File: config.mk
export PLATFORM = sky130hd
export DESIGN_NAME = regfile_write_arbiter_flat
export DESIGN_NICKNAME = d
export VERILOG_FILES = /design/src/rtl/regfile_write_arbiter_if.sv /design/src/rtl/regfile_write_arbiter.sv /design/src/flat_wrapper.sv
export SDC_FILE = /design/constraint.sdc
export NUM_CORES = 1
export LEC_CHECK = 0
export BUFFER_PORTS_ARGS = -buffer_cell sky130_fd_sc_hd__buf_4
export CORE_ASPECT_RATIO = 1.1
export CORE_UTILIZATION = 40
export CTS_CLUSTER_SIZE = 40
export DETAILED_ROUTE_END_ITERATION = 7
export PLACE_DENSITY = 0.78
export SLEW_MARGIN = 25
export SYNTH_ARGS = -nofsm -noshare
export SYNTH_HDL_FRONTEND = slang
export SYNTH_SLANG_ARGS = --single-unit
File: constraint.sdc
create_clock -name clk -period 4.3 [get_ports clk]
set_input_delay 0.215 -clock clk [delete_from_list [all_inputs] [get_ports clk]]
set_output_delay 0.215 -clock clk [all_outputs]
set_load 0.01 [all_outputs]
File: src/rtl/regfile_write_arbiter_if.sv
// Loader request channel into the register-file write arbiter.
// The loader drives valid/addr/data and the arbiter returns ready.
interface regfile_write_arbiter_if;
   logic        ld_valid;
   logic        ld_ready;
   logic [3:0]  ld_addr;
   logic [31:0] ld_data;

   modport master (output ld_valid, output ld_addr, output ld_data, input ld_ready);
   modport slave  (input ld_valid, input ld_addr, input ld_data, output ld_ready);
endinterface

File: src/rtl/regfile_write_arbiter.sv
// Shares the register-file write port between pipeline writeback (priority)
// and a FIFO-buffered loader, with starvation stall and read-hazard flags.
module regfile_write_arbiter #(
   parameter int unsigned DEPTH    = 2,
   parameter int unsigned MAX_WAIT = 4,
   parameter int unsigned DROP_W   = 8
) (
   input  logic                  clk,
   input  logic                  reset,
   input  logic                  wb_we,
   input  logic [3:0]            wb_addr,
   input  logic [31:0]           wb_data,
   regfile_write_arbiter_if.slave ld,
   input  logic [3:0]            rn,
   input  logic [3:0]            rm,
   output logic                  WE3,
   output logic [3:0]            rf_waddr,
   output logic [31:0]           rf_wdata,
   output logic                  stall_req,
   output logic                  rd_hazard,
   output logic [DROP_W-1:0]     drop_cnt
);

   localparam int unsigned AW = $clog2(DEPTH);
   localparam int unsigned WW = $clog2(MAX_WAIT + 1);

   logic [3:0]        addr_mem_q [DEPTH];
   logic [31:0]       data_mem_q [DEPTH];
   logic [AW-1:0]     rd_ptr_q, rd_ptr_d;
   logic [AW-1:0]     wr_ptr_q, wr_ptr_d;
   logic [AW:0]       count_q, count_d;
   logic [WW-1:0]     wait_q, wait_d;
   logic [DROP_W-1:0] drop_q, drop_d;

   logic full, empty, xfer, is_pc, push, grant;

   assign full  = (count_q == (AW+1)'(DEPTH));
   assign empty = (count_q == '0);
   assign ld.ld_ready = !full;
   assign xfer  = ld.ld_valid && !full;
   assign is_pc = (ld.ld_addr == 4'hF);
   assign push  = xfer && !is_pc;
   assign grant = !wb_we && !empty;

   assign stall_req = (wait_q == WW'(MAX_WAIT));
   assign drop_cnt  = drop_q;

   always_comb begin
      WE3      = 1'b0;
      rf_waddr = '0;
      rf_wdata = '0;
      if (wb_we) begin
         WE3      = 1'b1;
         rf_waddr = wb_addr;
         rf_wdata = wb_data;
      end else if (!empty) begin
         WE3      = 1'b1;
         rf_waddr = addr_mem_q[rd_ptr_q];
         rf_wdata = data_mem_q[rd_ptr_q];
      end
   end

   // An entry is live when its distance from the head is below the occupancy.
   always_comb begin
      logic [AW-1:0] off;
      rd_hazard = 1'b0;
      off       = '0;
      for (int unsigned i = 0; i < DEPTH; i++) begin
         off = AW'(i) - rd_ptr_q;
         if (({1'b0, off} < count_q) &&
             ((addr_mem_q[i] == rn) || (addr_mem_q[i] == rm)))
            rd_hazard = 1'b1;
      end
   end

   always_comb begin
      rd_ptr_d = rd_ptr_q;
      wr_ptr_d = wr_ptr_q;
      count_d  = count_q;
      wait_d   = wait_q;
      drop_d   = drop_q;

      if (grant) rd_ptr_d = rd_ptr_q + AW'(1);
      if (push)  wr_ptr_d = wr_ptr_q + AW'(1);

      case ({push, grant})
         2'b10:   count_d = count_q + (AW+1)'(1);
         2'b01:   count_d = count_q - (AW+1)'(1);
         default: count_d = count_q;
      endcase

      if (empty || grant)
         wait_d = '0;
      else if (wb_we && (wait_q != WW'(MAX_WAIT)))
         wait_d = wait_q + WW'(1);

      if (xfer && is_pc && (drop_q != '1))
         drop_d = drop_q + DROP_W'(1);
   end

   always_ff @(posedge clk) begin
      if (reset) begin
         rd_ptr_q <= '0;
         wr_ptr_q <= '0;
         count_q  <= '0;
         wait_q   <= '0;
         drop_q   <= '0;
      end else begin
         rd_ptr_q <= rd_ptr_d;
         wr_ptr_q <= wr_ptr_d;
         count_q  <= count_d;
         wait_q   <= wait_d;
         drop_q   <= drop_d;
      end
   end

   // Storage needs no reset: liveness is tracked by the pointers and count.
   always_ff @(posedge clk) begin
      if (push) begin
         addr_mem_q[wr_ptr_q] <= ld.ld_addr;
         data_mem_q[wr_ptr_q] <= ld.ld_data;
      end
   end

endmodule

File: src/flat_wrapper.sv
// flat-port wrapper written by rule: the top's interface ports become plain ports
module regfile_write_arbiter_flat 
#(
   parameter int unsigned DEPTH    = 2,
   parameter int unsigned MAX_WAIT = 4,
   parameter int unsigned DROP_W   = 8
)
  (clk, reset, wb_we, wb_addr, wb_data, rn, rm, WE3, rf_waddr, rf_wdata, stall_req, rd_hazard, drop_cnt, ld_ld_valid, ld_ld_addr, ld_ld_data, ld_ld_ready);
  regfile_write_arbiter_if ld_i ();
  input  logic clk;
  input  logic reset;
  input  logic wb_we;
  input  logic [3:0] wb_addr;
  input  logic [31:0] wb_data;
  input  logic [3:0] rn;
  input  logic [3:0] rm;
  output logic WE3;
  output logic [3:0] rf_waddr;
  output logic [31:0] rf_wdata;
  output logic stall_req;
  output logic rd_hazard;
  output logic [DROP_W-1:0] drop_cnt;
  input wire logic [$bits(ld_i.ld_valid)-1:0] ld_ld_valid;
  input wire logic [$bits(ld_i.ld_addr)-1:0] ld_ld_addr;
  input wire logic [$bits(ld_i.ld_data)-1:0] ld_ld_data;
  output wire logic [$bits(ld_i.ld_ready)-1:0] ld_ld_ready;
  assign ld_i.ld_valid = ld_ld_valid;
  assign ld_i.ld_addr = ld_ld_addr;
  assign ld_i.ld_data = ld_ld_data;
  assign ld_ld_ready = ld_i.ld_ready;
  regfile_write_arbiter #(.DEPTH(DEPTH), .MAX_WAIT(MAX_WAIT), .DROP_W(DROP_W)) u_core (.clk(clk), .reset(reset), .wb_we(wb_we), .wb_addr(wb_addr), .wb_data(wb_data), .ld(ld_i), .rn(rn), .rm(rm), .WE3(WE3), .rf_waddr(rf_waddr), .rf_wdata(rf_wdata), .stall_req(stall_req), .rd_hazard(rd_hazard), .drop_cnt(drop_cnt));
endmodule
==> flow_summary.json <==
{
  "p_leak_nw": 2.01,
  "htree_num_levels": 3,
  "grt_max_degree": 40,
  "rsz0062_at_grt": "no",
  "yosysWarnings": 0,
  "ctsHoldBuffers": 0,
  "yosys.area.top_type": "edfxtp_1",
  "die_area_mm2": 0.0102,
  "tns_ns": 0,
  "period_share_pct": 51.8,
  "worstSkewPairLatency_ns": 0.35,
  "vias": 2833,
  "peakVddDrop_mv": 0.238,
  "final_common_cell": "buf_4",
  "first_global_vias": 2944,
  "synthMuxAreaShare_pct": 9.21,
  "antenna_left": 0,
  "synth_compound_area_share_pct": 8.12,
  "cp.arrival_ns": 2.01,
  "crit_path_max_incr_delay_ns": 0.46,
  "cts_root_buffer": "clkbuf_8",
  "finalHoldViolCount": 0,
  "crit_chain": "xor2_1, nor4_1, o22ai_1, a211oi_1, buf_4",
  "synth_top_family_by_area": "simple AND/OR/NAND/NOR gates",
  "startpoint_type": "flop",
  "cp.buffers_inverters": 1,
  "p_total_mw": 2.36,
  "drcViolationCount": 0,
  "std_cell_rows": 37,
  "path_delay_family": "simple AND/OR/NAND/NOR gates",
  "post_cts_buffers": 0,
  "die_height_um": 106,
  "detailed_place_hpwl_um": 6090,
  "gp_congestion": 0.833,
  "area_growth_pct": 33.2,
  "placement.io_buffers": 131,
  "final_cell_mix": "131 x buf_4, 72 x edfxtp_1, 41 x nand2_1, 39 x o21ai_0, 36 x mux2i_1",
  "synthesis.area_mm2": 0.00391,
  "outcome": "completed",
  "start_util_pct": 41.4,
  "post_cts_resized": 0,
  "max_cap_viol_count": 0,
  "die_width_um": 96.3,
  "yosys_register_bits": 88,
  "endpoint_kind": "output pin",
  "drtPass1Iterations": 4,
  "clkTransAtPathRegs_ns": 0.09,
  "relSlewSlack_pct": 57.1,
  "cp_max_fo": 3,
  "stdcell_count": 562,
  "worstMarginPinSlew_ns": 0.644,
  "setup_viol": 0,
  "max_freq_ghz": 0.449,
  "vias_per_cell": 5.04,
  "synth-xor-area-share_pct": 4.70,
  "min_path_type": "in -> reg",
  "core-area_mm2": 0.00944,
  "power_density_mw_per_mm2": 453,
  "clockBufferDepth": 2,
  "grt_use_total_pct": 17.7,
  "io_pins": 132,
  "dp_cells": 544,
  "fin_nets": 528,
  "clock_sinks": 88,
  "clock_skew_ns": 0.0129,
  "grt_overflow": 0,
  "async_flop_share_pct": 0,
  "setup_slack_ns": 2.07,
  "avgSynthCellArea_um2": 12.6,
  "yosys.area_share.simple_pct": 10.4,
  "synth_area_leaders": "edfxtp_1 55%, mux2i_1 9.2%, dfxtp_1 8.2%, o21ai_0 5.0%, nand2_1 3.9%",
  "place_ws_ns": 2.08,
  "worstPathRequired_ns": 4.09,
  "antenna_cells": 0,
  "antenna_found_initial": 0,
  "synth_top_area_share_pct": 55.2,
  "tritoncts": "built",
  "drive_gt1_share_pct": 36.0,
  "drt_iter0_markers": 156,
  "ys_seq_area_share_pct": 63.4,
  "grt_pass1_wl_um": 13500,
  "cts_made_buffers": 9,
  "synth_ff_type": "edfxtp_1",
  "slew_violations": 0,
  "min_period_ns": 2.23,
  "synthCells": 311,
  "synth_nets": 399,
  "crit_slowest_cell": "nor4_1",
  "yosys.area_share.adder_pct": 1.28,
  "synth_edf_count": 72,
  "routedWlPerCell_um": 15.3,
  "drt-total-wl_um": 8590,
  "ys_types": 40,
  "crit_type": "reg -> out"
}
==> cell usage after synthesis, types with 2 or more instances <==
cell and number:
or4_1 4, or3_2 2, a211oi_1 2, nand2_1 41, a31oi_1 2, xor2_1 13
nor2_1 13, o31ai_1 3, o21ai_0 39, nand3b_1 2, mux2i_1 36, nand3_1 4
edfxtp_1 72, buf_2 4, inv_1 8, ha_1 4, dfxtp_1 16, xnor2_1 8
nor4_1 4, clkbuf_1 7, a21oi_1 8
==> through the flow <==
stage,instance area (um^2),hold slack (ns),utilization [%]
detailed placement,4980,0.405,52.7
global route,5220,0.0138,55.2
global placement,4980,0.401,52.7
floorplan,3910,0.284,-
CTS,5160,0.0215,54.6
finish,5220,0.0430,55.2
==> final cells by class <==
class	count	area (um^2)
timing repair buffer	133	1040
multi-input combinational	200	1330
tap	117	146
inverter	8	30.0
fill	775	4230
sequential	88	2490
clock buffer	9	124
clock inverter	7	56.3
==> metal layers <==
layer	vias up	track usage, %	part of all wire, %
li1	1404	-	-
met2	85	30.9	52
met5	-	0	0
met1	1332	20.2	40
met3	12	4.04	5.3
met4	0	7.77	2.1
==> path summary, 6_finish.rpt <==
path,end,slack [ns],cells past startpoint,from
worst max-delay path,rd_hazard,2.07,5,u_core.addr_mem_q[0][3]
worst min-delay path,u_core.data_mem_q[0][12],0.04,1,ld_ld_data[12]
worst max register to register,u_core.count_q[1],2.13,6,u_core.count_q[1]
worst min register to register,u_core.wait_q[1],0.50,2,u_core.wait_q[1]
==> flip-flops by register name, summed over array words and instances, names as in the netlist, named ones only <==
signal and flops:
u_core.data_mem_q 64, u_core.addr_mem_q 8, u_core.drop_cnt 8, u_core.wait_q 3, u_core.count_q 2, u_core.rd_ptr_q 1, u_core.wr_ptr_q 1
==> cell families after synthesis <==
logic type               Yosys count
AO/OA/AOI/OAI                     58
flip-flops                        88
XOR/XNOR                          21
AND/OR/NAND/NOR                   81
buffers and inverters             23
multiplexers                      36
adder cells (fa/ha/maj)            4
==> where the power goes <==
part / switching [mW] / total [mW] / internal [mW]
Clock: 0.300 / 0.517 / 0.217
Sequential: 0.119 / 1.19 / 1.07
Combinational: 0.320 / 0.659 / 0.339
Note: power is estimated with default switching activity, not from simulation.
